<file path="config.mk">
export PLATFORM = sky130hd
export DESIGN_NAME = fft8_out_serializer
export DESIGN_NICKNAME = d
export VERILOG_FILES = /design/src/rtl/fft_pkg.sv /design/src/rtl/fft_frame_buf.sv /design/src/rtl/fft8_out_serializer.sv
export SDC_FILE = /design/constraint.sdc
export NUM_CORES = 1
export LEC_CHECK = 0
export ABC_AREA = 1
export BUFFER_PORTS_ARGS = -buffer_cell sky130_fd_sc_hd__clkbuf_2
export CAP_MARGIN = 20
export CORE_ASPECT_RATIO = 0.5
export CORE_MARGIN = 10
export CORE_UTILIZATION = 38
export DETAILED_ROUTE_END_ITERATION = 10
export SYNTH_ARGS = -nofsm -noshare
export SYNTH_HDL_FRONTEND = slang
export SYNTH_SLANG_ARGS = --single-unit
export TNS_END_PERCENT = 10
</file>
<file path="constraint.sdc">
create_clock -name clk -period 2 [get_ports clk]
set_input_delay 0.3 -clock clk [delete_from_list [all_inputs] [get_ports clk]]
set_output_delay 0.3 -clock clk [all_outputs]
set_load 0.05 [all_outputs]
</file>
<file path="src/rtl/fft_pkg.sv">
// rtl/fft_pkg.sv - shared FFT datapath constants and serializer state encoding
package fft_pkg;

  localparam int FFT_W      = 16;
  localparam int FFT_N      = 8;
  localparam int FFT_IDX_W  = $clog2(FFT_N);
  localparam int FFT_Q_FRAC = 8;

  typedef enum logic {
    ST_IDLE   = 1'b0,
    ST_STREAM = 1'b1
  } ser_state_t;

endpackage

</file>
<file path="src/rtl/fft_frame_buf.sv">
// rtl/fft_frame_buf.sv - one frame of N complex bins with whole-frame load and per-bin read mux
module fft_frame_buf
  import fft_pkg::*;
#(
  parameter int  W     = FFT_W,
  parameter int  N     = FFT_N,
  localparam int IDX_W = $clog2(N)
) (
  input  logic             clk,
  input  logic             rst_n,
  input  logic             ld,
  input  logic [N*W-1:0]   ld_real,
  input  logic [N*W-1:0]   ld_imag,
  input  logic [IDX_W-1:0] rd_idx,
  output logic [W-1:0]     rd_real,
  output logic [W-1:0]     rd_imag
);

  logic [N*W-1:0] real_q, real_d;
  logic [N*W-1:0] imag_q, imag_d;

  always_comb begin
    real_d = real_q;
    imag_d = imag_q;
    if (ld) begin
      real_d = ld_real;
      imag_d = ld_imag;
    end
  end

  always_ff @(posedge clk or negedge rst_n) begin
    if (!rst_n) begin
      real_q <= '0;
      imag_q <= '0;
    end else begin
      real_q <= real_d;
      imag_q <= imag_d;
    end
  end

  assign rd_real = real_q[int'(rd_idx)*W +: W];
  assign rd_imag = imag_q[int'(rd_idx)*W +: W];

endmodule

</file>
<file path="src/rtl/fft8_out_serializer.sv">
// rtl/fft8_out_serializer.sv - double-buffered parallel-frame to valid/ready bin stream
module fft8_out_serializer
  import fft_pkg::*;
#(
  parameter int  W     = FFT_W,
  parameter int  N     = FFT_N,
  localparam int IDX_W = $clog2(N)
) (
  input  logic             clk,
  input  logic             rst_n,
  input  logic             in_stb,
  input  logic [N*W-1:0]   in_real,
  input  logic [N*W-1:0]   in_imag,
  output logic             out_valid,
  input  logic             out_ready,
  output logic [W-1:0]     out_real,
  output logic [W-1:0]     out_imag,
  output logic [IDX_W-1:0] out_idx,
  output logic             out_last,
  output logic             busy,
  output logic             overflow,
  input  logic             ovf_clr
);

  localparam logic [IDX_W-1:0] LAST_IDX = IDX_W'(N - 1);

  ser_state_t       state_q, state_d;
  logic [IDX_W-1:0] cnt_q, cnt_d;
  logic             pend_v_q, pend_v_d;
  logic             ovf_q, ovf_d;
  logic             act_sel_q, act_sel_d;
  logic [W-1:0]     out_real_q, out_real_d;
  logic [W-1:0]     out_imag_q, out_imag_d;

  logic             hs;
  logic             frame_end;
  logic             ld_en;
  logic             ld_tgt;
  logic             act_from_in;
  logic [W-1:0]     b0_rd_real, b0_rd_imag, b1_rd_real, b1_rd_imag;

  assign hs        = (state_q == ST_STREAM) && out_ready;
  assign frame_end = hs && (cnt_q == LAST_IDX);

  // ACT/PEND are roles of two physical buffers; promoting PEND is a pointer flip.
  always_comb begin
    state_d     = state_q;
    cnt_d       = cnt_q;
    pend_v_d    = pend_v_q;
    act_sel_d   = act_sel_q;
    ovf_d       = ovf_q & ~ovf_clr;
    ld_en       = 1'b0;
    ld_tgt      = act_sel_q;
    act_from_in = 1'b0;
    case (state_q)
      ST_IDLE: begin
        if (in_stb) begin
          ld_en       = 1'b1;
          act_from_in = 1'b1;
          cnt_d       = '0;
          state_d     = ST_STREAM;
        end
      end
      ST_STREAM: begin
        if (frame_end) begin
          cnt_d = '0;
          if (pend_v_q) begin
            act_sel_d = ~act_sel_q;
            pend_v_d  = in_stb;
            ld_en     = in_stb;
          end else if (in_stb) begin
            ld_en       = 1'b1;
            act_from_in = 1'b1;
          end else begin
            state_d = ST_IDLE;
          end
        end else begin
          if (hs) begin
            cnt_d = cnt_q + 1'b1;
          end
          if (in_stb) begin
            if (!pend_v_q) begin
              ld_en    = 1'b1;
              ld_tgt   = ~act_sel_q;
              pend_v_d = 1'b1;
            end else begin
              ovf_d = 1'b1;
            end
          end
        end
      end
      default: state_d = ST_IDLE;
    endcase
  end

  // A freshly loaded ACT is not yet in its buffer, so bin 0 bypasses from the input.
  always_comb begin
    out_real_d = act_sel_d ? b1_rd_real : b0_rd_real;
    out_imag_d = act_sel_d ? b1_rd_imag : b0_rd_imag;
    if (act_from_in) begin
      out_real_d = in_real[W-1:0];
      out_imag_d = in_imag[W-1:0];
    end
  end

  fft_frame_buf #(.W(W), .N(N)) u_buf0 (
    .clk     (clk),
    .rst_n   (rst_n),
    .ld      (ld_en && !ld_tgt),
    .ld_real (in_real),
    .ld_imag (in_imag),
    .rd_idx  (cnt_d),
    .rd_real (b0_rd_real),
    .rd_imag (b0_rd_imag)
  );

  fft_frame_buf #(.W(W), .N(N)) u_buf1 (
    .clk     (clk),
    .rst_n   (rst_n),
    .ld      (ld_en && ld_tgt),
    .ld_real (in_real),
    .ld_imag (in_imag),
    .rd_idx  (cnt_d),
    .rd_real (b1_rd_real),
    .rd_imag (b1_rd_imag)
  );

  always_ff @(posedge clk or negedge rst_n) begin
    if (!rst_n) begin
      state_q    <= ST_IDLE;
      cnt_q      <= '0;
      pend_v_q   <= 1'b0;
      ovf_q      <= 1'b0;
      act_sel_q  <= 1'b0;
      out_real_q <= '0;
      out_imag_q <= '0;
    end else begin
      state_q    <= state_d;
      cnt_q      <= cnt_d;
      pend_v_q   <= pend_v_d;
      ovf_q      <= ovf_d;
      act_sel_q  <= act_sel_d;
      out_real_q <= out_real_d;
      out_imag_q <= out_imag_d;
    end
  end

  assign out_valid = (state_q == ST_STREAM);
  assign out_real  = out_real_q;
  assign out_imag  = out_imag_q;
  assign out_idx   = cnt_q;
  assign out_last  = out_valid && (cnt_q == LAST_IDX);
  assign busy      = out_valid | pend_v_q;
  assign overflow  = ovf_q;

endmodule

</file>
Yosys cells after proc, flatten, opt, wreduce, memory -nomap -nowiden --
Cells that the tools add are included.
Operators by class: add/sub/neg operators 1, eq/ne operators 1, shift-type cells 4, muxes and demuxes 34, bitwise operators 5, reduce and logical (&&, ||, !) cells 8
Operators by type and width (count):
- variable part select 128 x 8 -> 16 bit | 4
- two-way mux 16 bit | 4
- two-way mux 1 bit | 23
- two-way mux 3 bit | 3
- one-hot mux 1 bit (2 select lines) | 3
- one-hot mux 3 bit (2 select lines) | 1
- logical AND 1 bit | 5
- adder 3 x 1 -> 3 bit (second input constant) | 1
- equality test 3 bit (second input constant) | 1
- inverter 1 bit | 3
- AND reduction 2 bit | 1
- nonzero test 2 bit | 1
- AND 1 bit | 1
- zero test 1 bit | 1
- bitwise OR 1 bit | 1
Word-level totals: register bits after elaboration 551, input bits 261, output and inout bits 39

Depth between registers and ports, before layout --
Gate-level depths: netlist of the first run.
depth in word-level cells 7, depth in mapped cells 15, gate-level depth less buffers 13

By module --
Synthesis of the first run repeated with hierarchy kept, for this count alone.
Unflattened totals: cells, all modules 3644, area total of the unflattened synthesis 27063.5 µm²
By module, submodules not included:
- fft_frame_buf | times used 2, cells each 1676, area an instance 12440.7 µm², sequential area each 6406.1 µm²
- fft8_out_serializer | times used 1, cells each 292, area an instance 2182.1 µm², sequential area each 975.9 µm²

Worst setup path after synthesis of the first run --
No wires, ideal clock.
kind register -> register, from register cnt_q[0], in the netlist out_idx[0], to register u_buf0.imag_q[100], data arrival time 2.215 ns, data required time 1.917 ns, setup slack -0.298 ns, cell stages (with the launch flop) 12, path buffers 2, path through dfrtp_1 ha_1 ha_1 nand3_1 inv_2 nor2_2 nand4_1 nand3_2 buf_2 clkbuf_1 nand2_1 o21ai_0
Between the ends: word-level cells in the longest chain between the ends 6, elaborated cells between the ends (all ways) 8
Ends and longest elaborated chain:
- start, declared | line fft8_out_serializer.sv:28 | logic [IDX_W-1:0] cnt_q, cnt_d;
- start signal, assigned | line fft8_out_serializer.sv:139 | cnt_q <= cnt_d;
- equality test 3 bit * | line fft8_out_serializer.sv:43 | assign frame_end = hs && (cnt_q == LAST_IDX);
- logical AND 1 bit * | line fft8_out_serializer.sv:43
- two-way mux 1 bit | line fft8_out_serializer.sv:65 | if (frame_end) begin
- two-way mux 1 bit | line fft8_out_serializer.sv:55 | case (state_q)
- zero test 1 bit | line fft8_out_serializer.sv:109 | .ld (ld_en && !ld_tgt),
- logical AND 1 bit * | line fft8_out_serializer.sv:109
- end signal, assigned | line fft_frame_buf.sv:37 | imag_q <= imag_d;
- end, declared | line fft_frame_buf.sv:20 | logic [N*W-1:0] imag_q, imag_d;
Every way passes the cells marked *; elsewhere a longest branch is shown, timed or not. A chain may end at the register's enable or synchronous reset.

Worst setup path after layout of the first run --
from register cnt_q[1], in the netlist out_idx[1], to register u_buf1.real_q[106]
Between the ends: word-level cells in the longest chain between the ends 5, elaborated cells between the ends (all ways) 7
Ends and longest elaborated chain:
- equality test 3 bit * | line fft8_out_serializer.sv:43
- logical AND 1 bit * | line fft8_out_serializer.sv:43
- two-way mux 1 bit | line fft8_out_serializer.sv:65
- one-hot mux 1 bit (2 select lines) or two-way mux 1 bit (tied branches) | line fft8_out_serializer.sv:55
- logical AND 1 bit * | line fft8_out_serializer.sv:120 | .ld (ld_en && ld_tgt),
- end signal, assigned | line fft_frame_buf.sv:36 | real_q <= real_d;
- end, declared | line fft_frame_buf.sv:19 | logic [N*W-1:0] real_q, real_d;
Marked as above.

==> results of run 1 <==
## cells by family after synthesis
group,Yosys count
flops,551
simple gates,1629
fa+ha+maj,2
compound gates,520
buf+inv,907
## worst paths after layout
kind / from / end / slack [ns]
max reg2reg: out_idx[1] / u_buf1.real_q[106] / -0.38
min reg2reg: u_buf1.real_q[117] / u_buf1.real_q[117] / 0.48
max in group asynchronous: rst_n / u_buf0.real_q[90] / 0.99
min in group asynchronous: rst_n / u_buf1.imag_q[116] / 0.21
max: out_idx[1] / u_buf1.real_q[106] / -0.38
min: in_imag[25] / u_buf1.imag_q[25] / 0.02
## final cells by class
class / instances / area share, %
Antenna cell: 3 / 0.0192
Clock buffer: 84 / 4.22
Clock inverter: 15 / 0.538
Inverter: 656 / 6.33
Multi-Input combinational cell: 2152 / 29.0
Sequential cell: 551 / 35.3
Tap cell: 958 / 3.07
Timing Repair Buffer: 857 / 21.5
## worst max-delay path: cells and delay by family (launching register included)
family,cells,cell delay (ns)
buffers and inverters,5,0.70
adder cells (fa/ha/maj),2,0.33
AND/OR/NAND/NOR,5,0.59
flip-flops,1,0.42
AO/OA/AOI/OAI,1,0.22
## what timing repair did
item                       4_1_cts  5_1_grt
cloned                           9       25
hold endpoints to repair       600        1
hold buffers                   249        1
setup buffers                   17       23
pin swaps                       23       53
setup endpoints to repair      545      545
resized for setup              142      223
## registers in the layout, indices dropped and copies added, names as in the netlist
name           count
out_imag          16
u_buf1.real_q    128
out_valid          1
out_real          16
u_buf0.real_q    128
out_idx            3
pend_v_q           1
u_buf1.imag_q    128
overflow           1
u_buf0.imag_q    128
act_sel_q          1
## synth_stat cells (all sizes together)
library cell | number | share of area [%]
buf | 183 | 3.6
nand4 | 1 | 0.023
nand2 | 917 | 13
o21ai | 517 | 9.4
ha | 2 | 0.091
inv | 656 | 8.9
nand3 | 582 | 11
dfrtp | 551 | 50
clkbuf | 68 | 1.0
nor2 | 1 | 0.023
a21oi | 1 | 0.032
o22ai | 1 | 0.023
o211ai | 1 | 0.027
nand3b | 128 | 3.5
## stage by stage
| stage | hold slack (ns) | TNS [ns] | setup slack, ns |
|---|---|---|---|
| final | 0.0181 | -147.97 | -0.375 |
| after global routing | 0.0327 | -200.00 | -0.458 |
| after CTS | 0.00523 | -120.55 | -0.311 |
| after detailed placement | 0.269 | -124.89 | -0.493 |
| after global placement | 0.268 | -106.26 | -0.505 |
| after floorplan | 0.00441 | -0.749 | -0.00985 |
## metal layers
metal	vias to the layer above	share of wire, %	GRT usage (%)
li1	12700	-	-
met1	12900	41	27.8
met2	802	47	38.0
met3	193	6.9	4.40
met4	2	4.4	9.73
met5	-	0.012	0
## report_power, final
part | leakage, nW | switching (W) | total (W) | internal [W]
clock | 0.913 | 0.00460 | 0.0109 | 0.00630
combinational | 12.6 | 0.0189 | 0.0320 | 0.0131
sequential | 6.90 | 0.00282 | 0.0190 | 0.0162
## placed cells by master (no fill, tap or decap), types with 3 or more instances in the layout
cell | synthesis | layout
buf_16 | 0 | 18
nand2_4 | 0 | 9
o21ai_2 | 0 | 11
inv_2 | 4 | 3
buf_6 | 1 | 25
buf_12 | 0 | 87
clkbuf_8 | 0 | 12
nand2_8 | 0 | 4
nand3_1 | 581 | 411
nand3b_1 | 128 | 128
diode_2 | 0 | 3
inv_1 | 652 | 651
clkinv_2 | 0 | 7
buf_4 | 37 | 145
o21ai_1 | 33 | 50
clkbuf_2 | 22 | 298
nand3_4 | 0 | 31
clkbuf_16 | 0 | 82
o21ai_0 | 484 | 456
clkbuf_1 | 45 | 15
nand2_1 | 914 | 882
dfrtp_2 | 0 | 3
buf_8 | 0 | 7
dlygate4sd3_1 | 0 | 250
dfrtp_1 | 551 | 548
bufinv_16 | 0 | 5
nand2_2 | 3 | 23
nand3_2 | 1 | 140
==> reports/qor.yml, run 1 <==
status:
  outcome: "complete, but fails checks"
  violations: "negative setup slack"
timing:
  timing.fmax_mhz: 421
  skew_ns: 0.0123
  setup_ws_ns: -0.375
  final-hold-violation-count: 0
  fin_max_slew_vios: 0
  worstMarginPinSlew_ns: 0.544
  period_share_pct: 119
  rsz0062_at_grt: "true"
  relSlewSlack_pct: 63.7
  setup_viol_count_final: 545
  finalWorstPathRequiredPeriod_ns: 2.38
place:
  io_buffers: 299
  dp.cells: 4853
  gp_routability_congestion: 0.883
  postPlaceCellArea_um2: 31900
  dpl.hpwl_um: 67500
yosys:
  post_synthesis_cell_area_um2: 27500
  synthesized_netlist_net_count: 3872
  synth_top_family_by_area: "simple AND/OR/NAND/NOR gates"
  syn_inst_count: 3609
  synth-seq-cells: 551
  synth_compound_gate_area_share_pct: 9.49
  yosysWarnings: 0
  avgSynthCellArea_um2: 7.62
  synth.distinct_cells: 23
  post_synth_fa_ha_maj_area_fraction_pct: 0.0909
  synthSimpleGateAreaFrac_pct: 26.7
  synthXorXnorAreaFrac_pct: 0
  synth_seq_area_share_pct: 50.1
  synthMuxAreaShare_pct: 0
layout:
  drive_above_1_share_pct: 21.3
  instances_no_fill: 5276
  nNetsFinal: 4535
  area_growth_syn_to_layout_pct: 41.9
  area.sequential_um2: 13800
  final.fill_count: 6454
  design_area_um2: 39000
  multi_input_comb_area_um2: 11300
  utilization_pct: 54.7
route:
  via_count: 26500
  initialDrtViolationCount: 2368
  drtPass1Iterations: 6
  routed_len_inst_um: 19.1
  vias_per_cell: 5.03
  number_of_drc_violations_after_detailed_routing: 0
  routed_wirelength_um: 101000
  route.antenna.remaining_nets: 0
global_route:
  global_route.overflow_total: 0
  grt_antenna_before_repair: 4
  first_global_vias: 26300
  total_global_route_track_usage_pct: 22.4
  grt_pass1_wl_um: 150000
  grt_max_degree: 70
clocking:
  cts_tree: "yes"
  cts-htree-levels: 2
  clk_pin_slew_ns: 0.06
  cts-root-buf: "clkbuf_16"
  numCtsBuffers: 54
  ctsLongestPathBuffers: 3
  tritoncts_num_sinks: 551
  clock_latency_at_the_later_pin_of_the_worst_skew_pair_ns: 0.63
critical_path:
  slowest_cell_on_the_critical_path: "dfrtp_2"
  r2r.worst_path.cells: 13
  timing.critical_path.fanout_max: 29
  worst_setup_path_start_kind: "flop"
  max_stage_delay_ns: 0.42
  type_of_destination_of_the_critical_path: "flop"
  crit_path_cell_trace: "ha_4 > ha_4 > nand3_4 > inv_4 > buf_6 > nor2_4 > nand4_1 > buf_4 > nand2_4 > nand2_8 > buf_12 > buf_12 > o21ai_0"
  timing.setup.critical_path_class: "flop to flop"
  timing.critical_path.required_ns: 2.53
  worst-endpoint-arrival_ns: 2.90
run:
  timing.max_cap.violations: 0
die:
  starting_density_of_the_core_pct: 38.5
  floorplan.io_pins: 300
  die_area_um2: 84200
  coreArea_um2: 71400
  chipWidth_um: 401
  floorplan.rows: 69
  die_h_um: 210
hold_path:
  min_delay_path_depth: 3
  min-delay-path-class: "input port to flop"
power:
  pwrdens_nw_per_um2: 1590
  power.ir.vdd_worst_mv: 0.771
  p_leak_nw: 20.4
  total_power_w: 0.0619
No activity file was read; power rests on OpenSTA's default activity.
==> run 2: changes to the inputs <==
--- a/config.mk
+++ b/config.mk
@@ -5,7 +5,6 @@
 export SDC_FILE = /design/constraint.sdc
 export NUM_CORES = 1
 export LEC_CHECK = 0
-export ABC_AREA = 1
 export BUFFER_PORTS_ARGS = -buffer_cell sky130_fd_sc_hd__clkbuf_2
 export CAP_MARGIN = 20
 export CORE_ASPECT_RATIO = 0.5
==> run 2 against run 1 <==
  * Clock skew increased by 0.0071 ns
  * The flow still finishes with violations (negative setup slack)
  * Via count decreased by 30%
  * Largest power group unchanged
  * Critical endpoint is now u_buf1.real_q[53]
  * Sequential share of layout area increased by 3.6 points
  * Total power decreased by 9.0%
  * Core utilization increased by 1.2 points
==> reports/qor.yml, run 2 <==
status:
  outcome: "complete, but fails checks"
  violations: "negative setup slack"
yosys:
  synth_edf_count: 0  # unchanged
  synth_seq_area_share_pct: 56.2  # +6.1 points
  synth-seq-cells: 551  # unchanged
  synth_area_leaders: "dfrtp_1 (56%), mux2_2 (19%), nand2_1 (5.4%), mux2_1 (4.9%), a32oi_1 (4.6%)"
  synth_ff_type: "dfrtp_1"
  synthesized_netlist_net_count: 2180  # -44%
  synth_area_leader_cell: "dfrtp_1"
  post-synth-top-count-cell: "dfrtp_1"
  synth.distinct_cells: 35  # +52%
  ys_async_sr_fraction_pct: 100  # unchanged
  syn_inst_count: 1917  # -47%
  synth_top_cell_area_share_pct: 56.2  # +6.1 points
  post_synthesis_cell_area_um2: 24500  # -11%
  avgSynthCellArea_um2: 12.8  # +68%
  yosysWarnings: 0  # unchanged
  most_frequent_cells_after_synthesis: "dfrtp_1 (551), mux2_2 (405), nand2_1 (354)"
clocking:
  clk_pin_slew_ns: 0.07  # about the same
  numCtsBuffers: 52  # -3.7%
  tritoncts_num_sinks: 551  # unchanged
  cts_tree: "yes"
  cts-htree-levels: 2  # unchanged
  clock_latency_at_the_later_pin_of_the_worst_skew_pair_ns: 0.58  # -0.05 ns
  ctsLongestPathBuffers: 3  # unchanged
  cts-root-buf: "clkbuf_16"
power:
  power.ir.vdd_worst_mv: 0.810  # +5.1%
  p_leak_nw: 16.2  # -21%
  pwrdens_nw_per_um2: 1590  # +0.24%
  total_power_w: 0.0564  # -9.0%
die:
  floorplan.io_pins: 300  # unchanged
  floorplan.rows: 65  # -5.8%
  starting_density_of_the_core_pct: 38.7  # +0.13 points
  die_h_um: 200  # -5.1%
  coreArea_um2: 63400  # -11%
  die_area_um2: 75700  # -10%
  chipWidth_um: 379  # -5.3%
critical_path:
  timing.setup.critical_path_class: "flop to flop"
  max_stage_delay_ns: 0.42  # about the same
  worst_setup_path_start_kind: "flop"
  instance_count_on_the_critical_path: 12  # -1
  worst-path-buf-inv: 4  # -1
  slowest_cell_on_the_critical_path: "dfrtp_2"
  r2r.worst_path.cells: 12  # -1
  crit_path_cell_trace: "ha_4 > ha_4 > buf_4 > nand2_4 > nand2_4 > nor3_4 > a21oi_4 > nor2b_4 > buf_6 > buf_12 > buf_12 > mux2_1"
  timing.critical_path.fanout_max: 20  # -31%
  type_of_destination_of_the_critical_path: "flop"
  timing.critical_path.required_ns: 2.46  # -0.07 ns
  worst-endpoint-arrival_ns: 2.88  # -0.02 ns
  critPathTopFamily: "buffers and inverters"
route:
  via_count: 18600  # -30%
  initialDrtViolationCount: 1224  # -48%
  route.antenna.remaining_nets: 0  # unchanged
  number_of_drc_violations_after_detailed_routing: 0  # unchanged
  drtPass1Iterations: 5  # -1
  vias_per_cell: 5.31  # +5.5%
  routed_wirelength_um: 82800  # -18%
  routed_len_inst_um: 23.6  # +24%
timing:
  relSlewSlack_pct: 57.3  # -6.4 points
  fin_max_slew_vios: 0  # unchanged
  setup-tns-final_ns: -169.30  # -21.33 ns
  timing.fmax_mhz: 413  # -1.9%
  worstMarginPinSlew_ns: 0.639  # +0.0949 ns
  setup_viol_count_final: 545  # unchanged
  skew_ns: 0.0194  # +0.00713 ns
  fin_hold_ws_ns: 0.0158  # -0.00224 ns
  finalWorstPathRequiredPeriod_ns: 2.42  # +0.0467 ns
  period_share_pct: 121  # +2.3 points
  rsz0062_at_grt: "true"
  final-hold-violation-count: 0  # unchanged
  setup_ws_ns: -0.422  # -0.0467 ns
layout:
  layout_commonest_cell: "dfrtp_1"
  drive_above_1_share_pct: 45.5  # +24 points
  most-common-layout-cells: "dfrtp_1 (548), nand2_1 (341), mux2_2 (336), clkbuf_2 (296), dlygate4sd3_1 (224)"
  design_area_um2: 35500  # -9.2%
  nNetsFinal: 2896  # -36%
  area_growth_syn_to_layout_pct: 44.6
place:
  gp_routability_congestion: 0.808  # -8.6%
  post-place-ws_ns: -0.537  # -0.0441 ns
  postPlaceCellArea_um2: 28800  # -9.7%
  io_buffers: 299  # unchanged
  dpl.hpwl_um: 54400  # -19%
global_route:
  grt_max_degree: 72  # +2.9%
  grt_pass1_wl_um: 121000  # -19%
  total_global_route_track_usage_pct: 20.7  # -1.7 points
  grt_antenna_before_repair: 2  # -2
  global_route.overflow_total: 0  # unchanged
  first_global_vias: 20200  # -23%
hold_path:
  min_delay_path_depth: 3  # unchanged
  min-delay-path-class: "input port to flop"
run:
  timing.max_cap.violations: 0  # unchanged
[run 2: cell types whose count changed in the layout (fill, tap and decap cells not counted), moves of 59 or more]
cell | previous run | this run
nand3b_1 | 128 | 1
inv_1 | 651 | 2
mux2i_1 | 0 | 59
nand3_1 | 411 | 60
o21ai_0 | 456 | 3
mux2_4 | 0 | 128
mux2_2 | 0 | 336
nand2_1 | 882 | 341
nand3_2 | 140 | 6
a32oi_1 | 0 | 121
[run 2: worst register-to-register path, stage by stage (launching register included)]
cell,delay (ns)
dfrtp_2,0.42
ha_4,0.17
ha_4,0.17
buf_4,0.15
nand2_4,0.07
nand2_4,0.07
nor3_4,0.14
a21oi_4,0.05
nor2b_4,0.16
buf_6,0.16
buf_12,0.16
buf_12,0.20
mux2_1,0.37
[run 2: path summary, 6_finish.rpt]
check	startpoint	endpoint	slack, ns
max in group asynchronous	rst_n	u_buf1.imag_q[3]	0.84
worst min register to register	u_buf1.real_q[26]	u_buf1.real_q[26]	0.49
worst min-delay path	in_real[8]	out_real[8]	0.02
min in group asynchronous	rst_n	u_buf1.real_q[60]	0.25
worst max-delay path	out_idx[1]	u_buf1.real_q[53]	-0.42
worst max register to register	out_idx[1]	u_buf1.real_q[53]	-0.42
[run 2: kinds of logic (layout without fill, tap and decap cells)]
| logic type | after synthesis | in the layout | share of synthesized area [%] |
|---|---|---|---|
| buffers and inverters | 142 | 897 | 3.09 |
| AND/OR/NAND/NOR | 474 | 475 | 8.17 |
| other | 0 | 2 | 0 |
| adder cells (fa/ha/maj) | 2 | 2 | 0.102 |
| multiplexers | 608 | 608 | 27.4 |
| XOR/XNOR | 1 | 1 | 0.0663 |
| flip-flops | 551 | 551 | 56.2 |
| AO/OA/AOI/OAI | 139 | 139 | 4.93 |
[run 2: cell type report]
class                      count  area (um^2)
multi-input combinational   1225        11000
antenna                        2         5.00
tap                          837         1050
sequential                   551        13800
fill                        5146        28000
clock buffer                  78         1590
inverter                       3         23.8
clock inverter                16          230
timing repair buffer         800         7740
[run 2: routing by layer]
layer | part of all wire (%) | vias up | global-route usage, % | routed length (um)
met3 | 3.4 | 144 | 3.01 | 2850
li1 | - | 8365 | - | -
met1 | 39 | 9719 | 23.9 | 32400
met4 | 4.0 | 0 | 8.65 | 3310
met5 | 0 | - | 0 | 0
met2 | 53 | 404 | 38.1 | 44300
[run 2: repair_timing]
item | in CTS | in global routing
pin swaps | 75 | 45
resized for setup | 145 | 165
buffers inserted | 45 | 18
endpoints found under the setup margin | 545 | 546
endpoints found under the hold margin | 456 | 6
gates cloned | 18 | 14
hold buffers | 219 | 5
[run 2: metrics by stage]
step	utilization [%]	instances
floorplan	-	1917
global placement	45.4	3107
detailed placement	45.4	3107
CTS	54.1	3479
global route	55.9	3512
finish	55.9	3512
[run 2: report_power, final]
group	switching, W	total (W)	internal [W]
combinational	0.0118	0.0256	0.0137
clock	0.00442	0.0107	0.00624
sequential	0.00346	0.0202	0.0167
total	0.0197	0.0564	0.0366
